--- src/rtl/regfile_write_sequencer_if.sv ---
// Writeback handshake and register-file write port of the write sequencer.
// The sequencer takes the slave view; the WB stage and register file take the master view.
interface regfile_write_sequencer_if #(
  parameter int ADDR_W = 5,
  parameter int DATA_W = 32
);
  logic              wb_valid;
  logic              wb_ready;
  logic [ADDR_W-1:0] wb_reg;
  logic [DATA_W-1:0] wb_data;
  logic [ADDR_W-1:0] rf_writeregister;
  logic [DATA_W-1:0] rf_data;
  logic              rf_regWrite;

  modport master (
    output wb_valid, wb_reg, wb_data,
    input  wb_ready, rf_writeregister, rf_data, rf_regWrite
  );

  modport slave (
    input  wb_valid, wb_reg, wb_data,
    output wb_ready, rf_writeregister, rf_data, rf_regWrite
  );
endinterface

--- src/rtl/regfile_write_sequencer.sv ---
// Queues writeback results and replays them to the register file as setup/strobe/hold,
// with a forwarding lookup over everything still queued.
module regfile_write_sequencer #(
  parameter int DEPTH  = 4,
  parameter int ADDR_W = 5,
  parameter int DATA_W = 32
) (
  input  logic                         clk,
  input  logic                         reset,
  regfile_write_sequencer_if.slave     bus,
  input  logic [ADDR_W-1:0]            register1,
  input  logic [ADDR_W-1:0]            register2,
  output logic                         hit1,
  output logic                         hit2,
  output logic [DATA_W-1:0]            fwd_data1,
  output logic [DATA_W-1:0]            fwd_data2,
  output logic [$clog2(DEPTH+1)-1:0]   count
);
  localparam int PTR_W = $clog2(DEPTH);
  localparam int CNT_W = $clog2(DEPTH+1);

  typedef enum logic [1:0] {IDLE, SETUP, STROBE, HOLD} state_t;

  logic [ADDR_W-1:0] addr_mem [DEPTH];
  logic [DATA_W-1:0] data_mem [DEPTH];
  logic [PTR_W-1:0]  head_reg;
  logic [PTR_W-1:0]  tail_reg;
  logic [PTR_W-1:0]  head_next;
  logic [CNT_W-1:0]  count_reg;
  state_t            state_reg;
  logic [ADDR_W-1:0] rf_addr_reg;
  logic [DATA_W-1:0] rf_data_reg;
  logic              rf_we_reg;
  logic              push;
  logic              pop;

  assign bus.wb_ready        = !reset && (count_reg < CNT_W'(DEPTH));
  // Writes to r0 complete the handshake but never occupy a slot.
  assign push                = bus.wb_valid && bus.wb_ready && (bus.wb_reg != '0);
  assign pop                 = (state_reg == HOLD);
  assign head_next           = head_reg + PTR_W'(1);
  assign count               = count_reg;
  assign bus.rf_writeregister = rf_addr_reg;
  assign bus.rf_data         = rf_data_reg;
  assign bus.rf_regWrite     = rf_we_reg;

  always_ff @(posedge clk) begin
    if (push) begin
      addr_mem[tail_reg] <= bus.wb_reg;
      data_mem[tail_reg] <= bus.wb_data;
    end
  end

  always_ff @(posedge clk) begin
    if (reset) begin
      head_reg    <= '0;
      tail_reg    <= '0;
      count_reg   <= '0;
      state_reg   <= IDLE;
      rf_addr_reg <= '0;
      rf_data_reg <= '0;
      rf_we_reg   <= 1'b0;
    end else begin
      if (push) begin
        tail_reg <= tail_reg + PTR_W'(1);
      end
      count_reg <= count_reg + CNT_W'(push) - CNT_W'(pop);
      case (state_reg)
        IDLE: begin
          rf_we_reg <= 1'b0;
          if (count_reg != '0) begin
            rf_addr_reg <= addr_mem[head_reg];
            rf_data_reg <= data_mem[head_reg];
            state_reg   <= SETUP;
          end
        end
        SETUP: begin
          rf_we_reg <= 1'b1;
          state_reg <= STROBE;
        end
        STROBE: begin
          rf_we_reg <= 1'b0;
          state_reg <= HOLD;
        end
        HOLD: begin
          // The head stays visible to forwarding until this edge, after the file holds it.
          head_reg <= head_next;
          if (count_reg > CNT_W'(1)) begin
            rf_addr_reg <= addr_mem[head_next];
            rf_data_reg <= data_mem[head_next];
            state_reg   <= SETUP;
          end else begin
            state_reg <= IDLE;
          end
        end
        default: state_reg <= IDLE;
      endcase
    end
  end

  logic [PTR_W-1:0] ord_idx [DEPTH];
  logic [DEPTH-1:0] match1;
  logic [DEPTH-1:0] match2;

  // Slot order by age: index 0 is the head (oldest), higher indices are younger.
  generate
    for (genvar gi = 0; gi < DEPTH; gi++) begin : g_lookup
      assign ord_idx[gi] = head_reg + PTR_W'(gi);
      assign match1[gi]  = (CNT_W'(gi) < count_reg) && (register1 != '0) &&
                           (addr_mem[ord_idx[gi]] == register1);
      assign match2[gi]  = (CNT_W'(gi) < count_reg) && (register2 != '0) &&
                           (addr_mem[ord_idx[gi]] == register2);
    end
  endgenerate

  always_comb begin
    hit1      = 1'b0;
    hit2      = 1'b0;
    fwd_data1 = '0;
    fwd_data2 = '0;
    // Later (younger) matches overwrite earlier ones.
    for (int k = 0; k < DEPTH; k++) begin
      if (match1[k]) begin
        hit1      = 1'b1;
        fwd_data1 = data_mem[ord_idx[k]];
      end
      if (match2[k]) begin
        hit2      = 1'b1;
        fwd_data2 = data_mem[ord_idx[k]];
      end
    end
  end
endmodule

--- src/flat_wrapper.sv ---
// flat-port wrapper written by rule: the top's interface ports become plain ports
module regfile_write_sequencer_flat 
#(
  parameter int DEPTH  = 4,
  parameter int ADDR_W = 5,
  parameter int DATA_W = 32
)
  (clk, reset, register1, register2, hit1, hit2, fwd_data1, fwd_data2, count, bus_wb_valid, bus_wb_reg, bus_wb_data, bus_wb_ready, bus_rf_writeregister, bus_rf_data, bus_rf_regWrite);
  regfile_write_sequencer_if #(.ADDR_W(ADDR_W), .DATA_W(DATA_W)) bus_i ();
  input  logic clk;
  input  logic reset;
  input  logic [ADDR_W-1:0] register1;
  input  logic [ADDR_W-1:0] register2;
  output logic hit1;
  output logic hit2;
  output logic [DATA_W-1:0] fwd_data1;
  output logic [DATA_W-1:0] fwd_data2;
  output logic [$clog2(DEPTH+1)-1:0] count;
  input wire logic [$bits(bus_i.wb_valid)-1:0] bus_wb_valid;
  input wire logic [$bits(bus_i.wb_reg)-1:0] bus_wb_reg;
  input wire logic [$bits(bus_i.wb_data)-1:0] bus_wb_data;
  output wire logic [$bits(bus_i.wb_ready)-1:0] bus_wb_ready;
  output wire logic [$bits(bus_i.rf_writeregister)-1:0] bus_rf_writeregister;
  output wire logic [$bits(bus_i.rf_data)-1:0] bus_rf_data;
  output wire logic [$bits(bus_i.rf_regWrite)-1:0] bus_rf_regWrite;
  assign bus_i.wb_valid = bus_wb_valid;
  assign bus_i.wb_reg = bus_wb_reg;
  assign bus_i.wb_data = bus_wb_data;
  assign bus_wb_ready = bus_i.wb_ready;
  assign bus_rf_writeregister = bus_i.rf_writeregister;
  assign bus_rf_data = bus_i.rf_data;
  assign bus_rf_regWrite = bus_i.rf_regWrite;
  regfile_write_sequencer #(.DEPTH(DEPTH), .ADDR_W(ADDR_W), .DATA_W(DATA_W)) u_core (.clk(clk), .reset(reset), .bus(bus_i), .register1(register1), .register2(register2), .hit1(hit1), .hit2(hit2), .fwd_data1(fwd_data1), .fwd_data2(fwd_data2), .count(count));
endmodule
--- config.mk ---
export PLATFORM = sky130hd
export DESIGN_NAME = regfile_write_sequencer_flat
export DESIGN_NICKNAME = d
export VERILOG_FILES = /design/src/rtl/regfile_write_sequencer_if.sv /design/src/rtl/regfile_write_sequencer.sv /design/src/flat_wrapper.sv
export SDC_FILE = /design/constraint.sdc
export NUM_CORES = 1
export LEC_CHECK = 0
export BUFFER_PORTS_ARGS = -buffer_cell sky130_fd_sc_hd__clkbuf_2
export CAP_MARGIN = 20
export CORE_MARGIN = 10
export CORE_UTILIZATION = 50
export CTS_CLUSTER_SIZE = 25
export DETAILED_ROUTE_END_ITERATION = 12
export GPL_TIMING_DRIVEN = 1
export PLACE_DENSITY = 0.76
export SYNTH_ARGS = -nofsm -noshare
export SYNTH_HDL_FRONTEND = slang
export SYNTH_SLANG_ARGS = --single-unit
--- constraint.sdc ---
create_clock -name clk -period 3.1 [get_ports clk]
set_clock_uncertainty 0.15 [all_clocks]
set_input_delay 0.62 -clock clk [delete_from_list [all_inputs] [get_ports clk]]
set_output_delay 0.62 -clock clk [all_outputs]
set_load 0.005 [all_outputs]
Word-level counts from Yosys, hierarchy flattened. Memories as Yosys holds them, arrays and structs flattened. A register that Yosys moved wholly into a read port is not among the register bits. Index checks and enable logic that the tools add are counted.

Memories: 2. Bits in writable memories: 148. Bits in latches: 0. Bits in registers: 47. Logic and storage cells: 95. ROM bits: 0. Input port bits: 50. Output and inout port bits: 108.

Mux-type cells: 32. Shifts and indexed selects: 0. Magnitude comparators: 6. Reduce and logical (&&, ||, !) cells: 29. Divide/modulo/power cells: 0. Bitwise operators: 0. Equal/unequal tests: 13. Add/subtract/negate cells: 6. Multiply operators: 0.

Memory list: u_core.data_mem (depth 4, bits a word 32, read ports 4, clocked after Yosys merged registers in 1, write ports 1, line regfile_write_sequencer.sv:25) `logic [DATA_W-1:0] data_mem [DEPTH];`; u_core.addr_mem (depth 4, bits a word 5, read ports 4, clocked after Yosys merged registers in 1, write ports 1, line regfile_write_sequencer.sv:24) `logic [ADDR_W-1:0] addr_mem [DEPTH];`.

Operators by type and width (count): $mux 32 (10); $pmux 32 s2 (1); $eq 5x5->1 (8); $logic_and 1x1->1 (19); $reduce_bool 5->1 (3); $mux 1 (11); $mux 2 (5); $mux 5 (2); $pmux 5 s2 (1); $pmux 2 s4 (1); $lt 1x3->1 const A (2); $lt 2x3->1 const A (2); $add 2x1->2 const B (2); $add 2x2->2 const B (2); $eq 2x2->1 const B (2); $reduce_bool 2->1 (2); $add 3x1->3 (1); $gt 3x1->1 const B (1); $lt 3x3->1 const B (1); $reduce_and 3->1 (1); $reduce_bool 3->1 (1); $sub 3x1->3 (1); $eq 2x1->1 const B (1); $logic_not 2->1 (1); other kinds (5) (5).

Depth between registers and ports, before layout.
Depth in word-level cells: 7. Gate-level depth with buffers: 11. Gate-level depth less buffers: 9.

Least setup slack after synthesis. No wires, ideal clock.

Kind: register -> output. Start point: register u_core.head_reg[1]. End point: output port fwd_data2[10]. Data required time: 2330 ps. Stages on the path, launching flop included: 10. Path buffers: 3. Setup slack: 10 ps. Arrival time: 2320 ps. Path through: dfxtp_1 > buf_2 > mux4_2 > xor2_1 > nor4_1 > nand4_1 > nor2b_1 > clkbuf_1 > buf_2 > a21oi_1.

Longest elaborated chain between the ends: 7.

Ends and longest elaborated chain: from (decl) (line regfile_write_sequencer.sv:26) `logic [PTR_W-1:0] head_reg;`; from (signal assigned) (line regfile_write_sequencer.sv:87) `head_reg <= head_next;`; $add 2x1->2 (line regfile_write_sequencer.sv:108) `assign ord_idx[gi] = head_reg + PTR_W'(gi);`; $mem_v2 4x5; $eq 5x5->1 (line regfile_write_sequencer.sv:112) `(addr_mem[ord_idx[gi]] == register2);`; $logic_and 1x1->1 (line regfile_write_sequencer.sv:111) `assign match2[gi] = (CNT_W'(gi) < count_reg) && (register2 != '0) &&`; $mux 32 (2 in series) (line regfile_write_sequencer.sv:127) `if (match2[k]) begin`; $mux 32 * (line regfile_write_sequencer.sv:127); to (decl) (line flat_wrapper.sv:17) `output logic [DATA_W-1:0] fwd_data2;`.

Mark *: on every way between the ends. The rest lies on a longest branch, timed or not.

Worst setup path in the final report.
Start point: register u_core.head_reg[0]. End point: output port fwd_data1[23].

Longest elaborated chain between the ends: 7.

Ends and longest elaborated chain: $add 2x1->2 (line regfile_write_sequencer.sv:108); $mem_v2 4x5; $eq 5x5->1 (line regfile_write_sequencer.sv:110) `(addr_mem[ord_idx[gi]] == register1);`; $logic_and 1x1->1 (line regfile_write_sequencer.sv:109) `assign match1[gi] = (CNT_W'(gi) < count_reg) && (register1 != '0) &&`; $mux 32 (2 in series) (line regfile_write_sequencer.sv:123) `if (match1[k]) begin`; $mux 32 * (line regfile_write_sequencer.sv:123); to (decl) (line flat_wrapper.sv:16) `output logic [DATA_W-1:0] fwd_data1;`.

Marks and branches as above.

==> metrics.md <==
| Metric | Value |
|---|---|
| Final ANT Viol Nets | 0 |
| Register area share after synthesis | 42.31% |
| Crit path kind | flop to output pin |
| F_max | 251.1 MHz |
| Via count | 11620 |
| Status | complete, but fails checks |
| FF-to-FF path depth | 9 |
| CP required | 2330 ps |
| Syn_area_per_cell | 12.35 sq um |
| Final TNS setup | -51510 ps |
| Final min period | 3982 ps |
| Non-Filler Cell Area, Final | 0.01722 sq mm |
| Mapped Cells | 1038 |
| Most frequent cells in the layout | edfxtp_1 (148), mux4_2 (138), buf_4 (121) |
| First-pass detailed-route iteration total | 6 |
| CTS tree | built |
| CP Launch Type | flop |
| Die H | 180.1 um |
| RR Endpoint | u_core.bus.rf_data[30]$_SDFFE_PP0P_ |
| Synth area leader | edfxtp_1 |
| Largest net degree at the start of global routing | 77 |
| Total CTS buffers | 17 |
| Asr flop ratio synth | 0% |
| Total Wirelength | 45.54 mm |
| Arrival @ worst endpoint | 3210 ps |
| Antenna violations before repair | 1 |
| GR Overflow Total | 0 |
| Post-DP HPWL | 28.08 mm |
| Inst Count DP | 1562 |
| Aggregate global-route resource usage | 25.88% |
| Nets@finish | 1363 |
| Global-route wire length before repair | 66.44 mm |
| # port buffers | 157 |
| FF-to-FF setup slack | 610 ps |
| DRC | 0 |
| Share of the synthesized area in the top cell type | 34.66% |
| RSZ-0062 raised after global routing | true |
| Seq cells post-synth | 197 |
| Ys Warns | 0 |
| P per Cell Area | 528.5 mW/mm^2 |
| Hold_buf cts | 0 |
| RePlAce Congestion | 0.9646 |
| Max reg flops | 128 |
| Ys flop type | edfxtp_1 |
| Rel. slew slack | 44.94% |
| CTS H-Tree Depth | 4 |
| Area Growth Syn to Fin | 34.31% |
| Worst skew pair latency | 440 ps |
| Die area | 0.03245 sq mm |
| Vias per Instance | 7.068 |
| Overall power | 9102 uW |
| Synth Cell Area | 0.01282 sq mm |
| Most common cell after layout, fill and taps aside | edfxtp_1 |
| Final hold vios | 0 |
| Largest cells by area after synthesis | edfxtp_1 (35%), mux4_2 (24%), dfxtp_1 (7.7%), nand2_1 (3.2%), a311oi_1 (2.5%) |
| Worst slew pin tran | 825.9 ps |
| Endpoint class of the critical path | output pin |
| DP Area | 0.01496 sq mm |
| Slew Viols, Final | 0 |
| Hold WC Path Type | input pin to flop |
| Sink Count | 197 |
| # IOs | 158 |
| Core box area | 0.02518 sq mm |
| Routed len/inst | 27.70 um |
| Violated checks | negative setup slack |
| # Max-Cap Violations | 0 |
| EDFF count, synth | 148 |
| Rows | 58 |
| DRT iter0 DRCs | 1687 |
| Fin cells | 1644 |
| Syn_nets | 1102 |
| Final period util | 128.5% |
| Initial Util | 50.91% |
| Unique masters post-synth | 53 |
| Peak supply drop | 0.6073 mV |
| Leakage | 0.006112 uW |
| Hold Path Stages | 1 |
| Reg-to-Reg Start | u_core.count[1]$_SDFF_PP0_ |
| Vias in the first global route | 11340 |
| Hold_ws | 237.4 ps |
| Clock Path Buffers | 2 |
| HP Start | bus_wb_data[11] |
| Worst Hold Path EP | u_core.data_mem[2][11]$_DFFE_PP_ |
| Worst-path clk slew | 80 ps |
| CTS root buffer | clkbuf_16 |
| Final setup viols | 66 |
| Proportion of layout cells with a drive suffix above 1 | 52.06% |
| Setup ws final | -882.0 ps |
| Die Span X | 180.1 um |
| Worst-path fanout max | 10 |
-- power by group --
group | switching (uW) | internal (uW)
combinational | 1910 | 1490
sequential | 255 | 3160
clock | 1130 | 1160
total | 3290 | 5810
-- critical path, stage by stage (launching register included) --
cell and delay [ps]:
dfxtp_4 410, buf_12 130, buf_4 120, mux2i_1 220, buf_4 160, xnor2_1 90
nor4_4 370, buf_4 190, a22o_4 130, buf_4 110, a21oi_2 60, buf_12 150
a221oi_1 310, o22ai_1 170, clkbuf_2 150
-- synth_stat cells (4+ instances only) --
master / instances
xnor2_1: 30
inv_1: 20
ha_1: 13
and3_1: 46
a221oi_1: 10
o22ai_1: 42
buf_2: 35
a31oi_1: 23
mux2i_1: 23
o21ai_0: 12
nand2_1: 109
buf_1: 9
buf_6: 4
dfxtp_1: 49
a311oi_1: 36
a21oi_1: 37
edfxtp_1: 148
and2_1: 5
xor2_1: 13
mux4_2: 136
a22oi_1: 33
clkbuf_1: 50
nor2_1: 77
o21ai_2: 19
nand4_1: 4
mux2_2: 5
nor3_1: 7
-- routing by layer --
metal | global-route usage, % | share of wire (%) | wire (um)
met5 | 0 | 0 | 0
met4 | 10.93 | 3.9 | 1775
met3 | 8.052 | 14 | 6212
met2 | 40.89 | 48 | 21670
met1 | 32.35 | 35 | 15880
-- kinds of logic after synthesis --
group | after synthesis | synth area share [%]
buffers and inverters | 122 | 4.362
multiplexers | 167 | 26.71
AO/OA/AOI/OAI | 225 | 12.34
adder cells (fa/ha/maj) | 14 | 1.425
flip-flops | 197 | 42.31
XOR/XNOR | 44 | 3.064
AND/OR/NAND/NOR | 269 | 9.788
-- worst max path at each step --
stage                                                from  depth (start not counted)             to  slack, ps
after floorplan           u_core.head_reg[1]$_SDFFE_PP0P_                          9  fwd_data2[10]         10
after global placement    u_core.head_reg[1]$_SDFFE_PP0P_                         11   fwd_data2[4]       -450
after global routing      u_core.head_reg[0]$_SDFFE_PP0P_                         14  fwd_data1[23]       -990
after detailed placement  u_core.head_reg[1]$_SDFFE_PP0P_                         11   fwd_data2[4]       -520
final                     u_core.head_reg[0]$_SDFFE_PP0P_                         14  fwd_data1[23]       -880
after CTS                                            flop                         10  fwd_data1[14]       -790
-- through the flow --
stage	utilization (%)	setup WS (ps)
floorplan	-	10.29
global placement	59.41	-451.5
detailed placement	59.41	-522.5
CTS	65.09	-794.9
global route	68.37	-990.1
finish	68.38	-882.0
-- final cells by class --
class / instances / area, sq um
Multi-Input combinational cell: 719 / 7786
Fill cell: 1622 / 7961
Clock buffer: 17 / 425.4
Inverter: 20 / 75.07
Tap cell: 330 / 412.9
Sequential cell: 197 / 5438
Antenna cell: 2 / 5.005
Clock inverter: 15 / 181.4
Timing Repair Buffer: 344 / 2897
-- what timing repair did --
action / in CTS / in global routing
resized for setup: 119 / 139
cloned: 7 / 2
endpoints found under the setup margin: 66 / 66
pin swaps: 24 / 41
buffers inserted: 16 / 28
No activity file was read; power rests on OpenSTA's default activity.
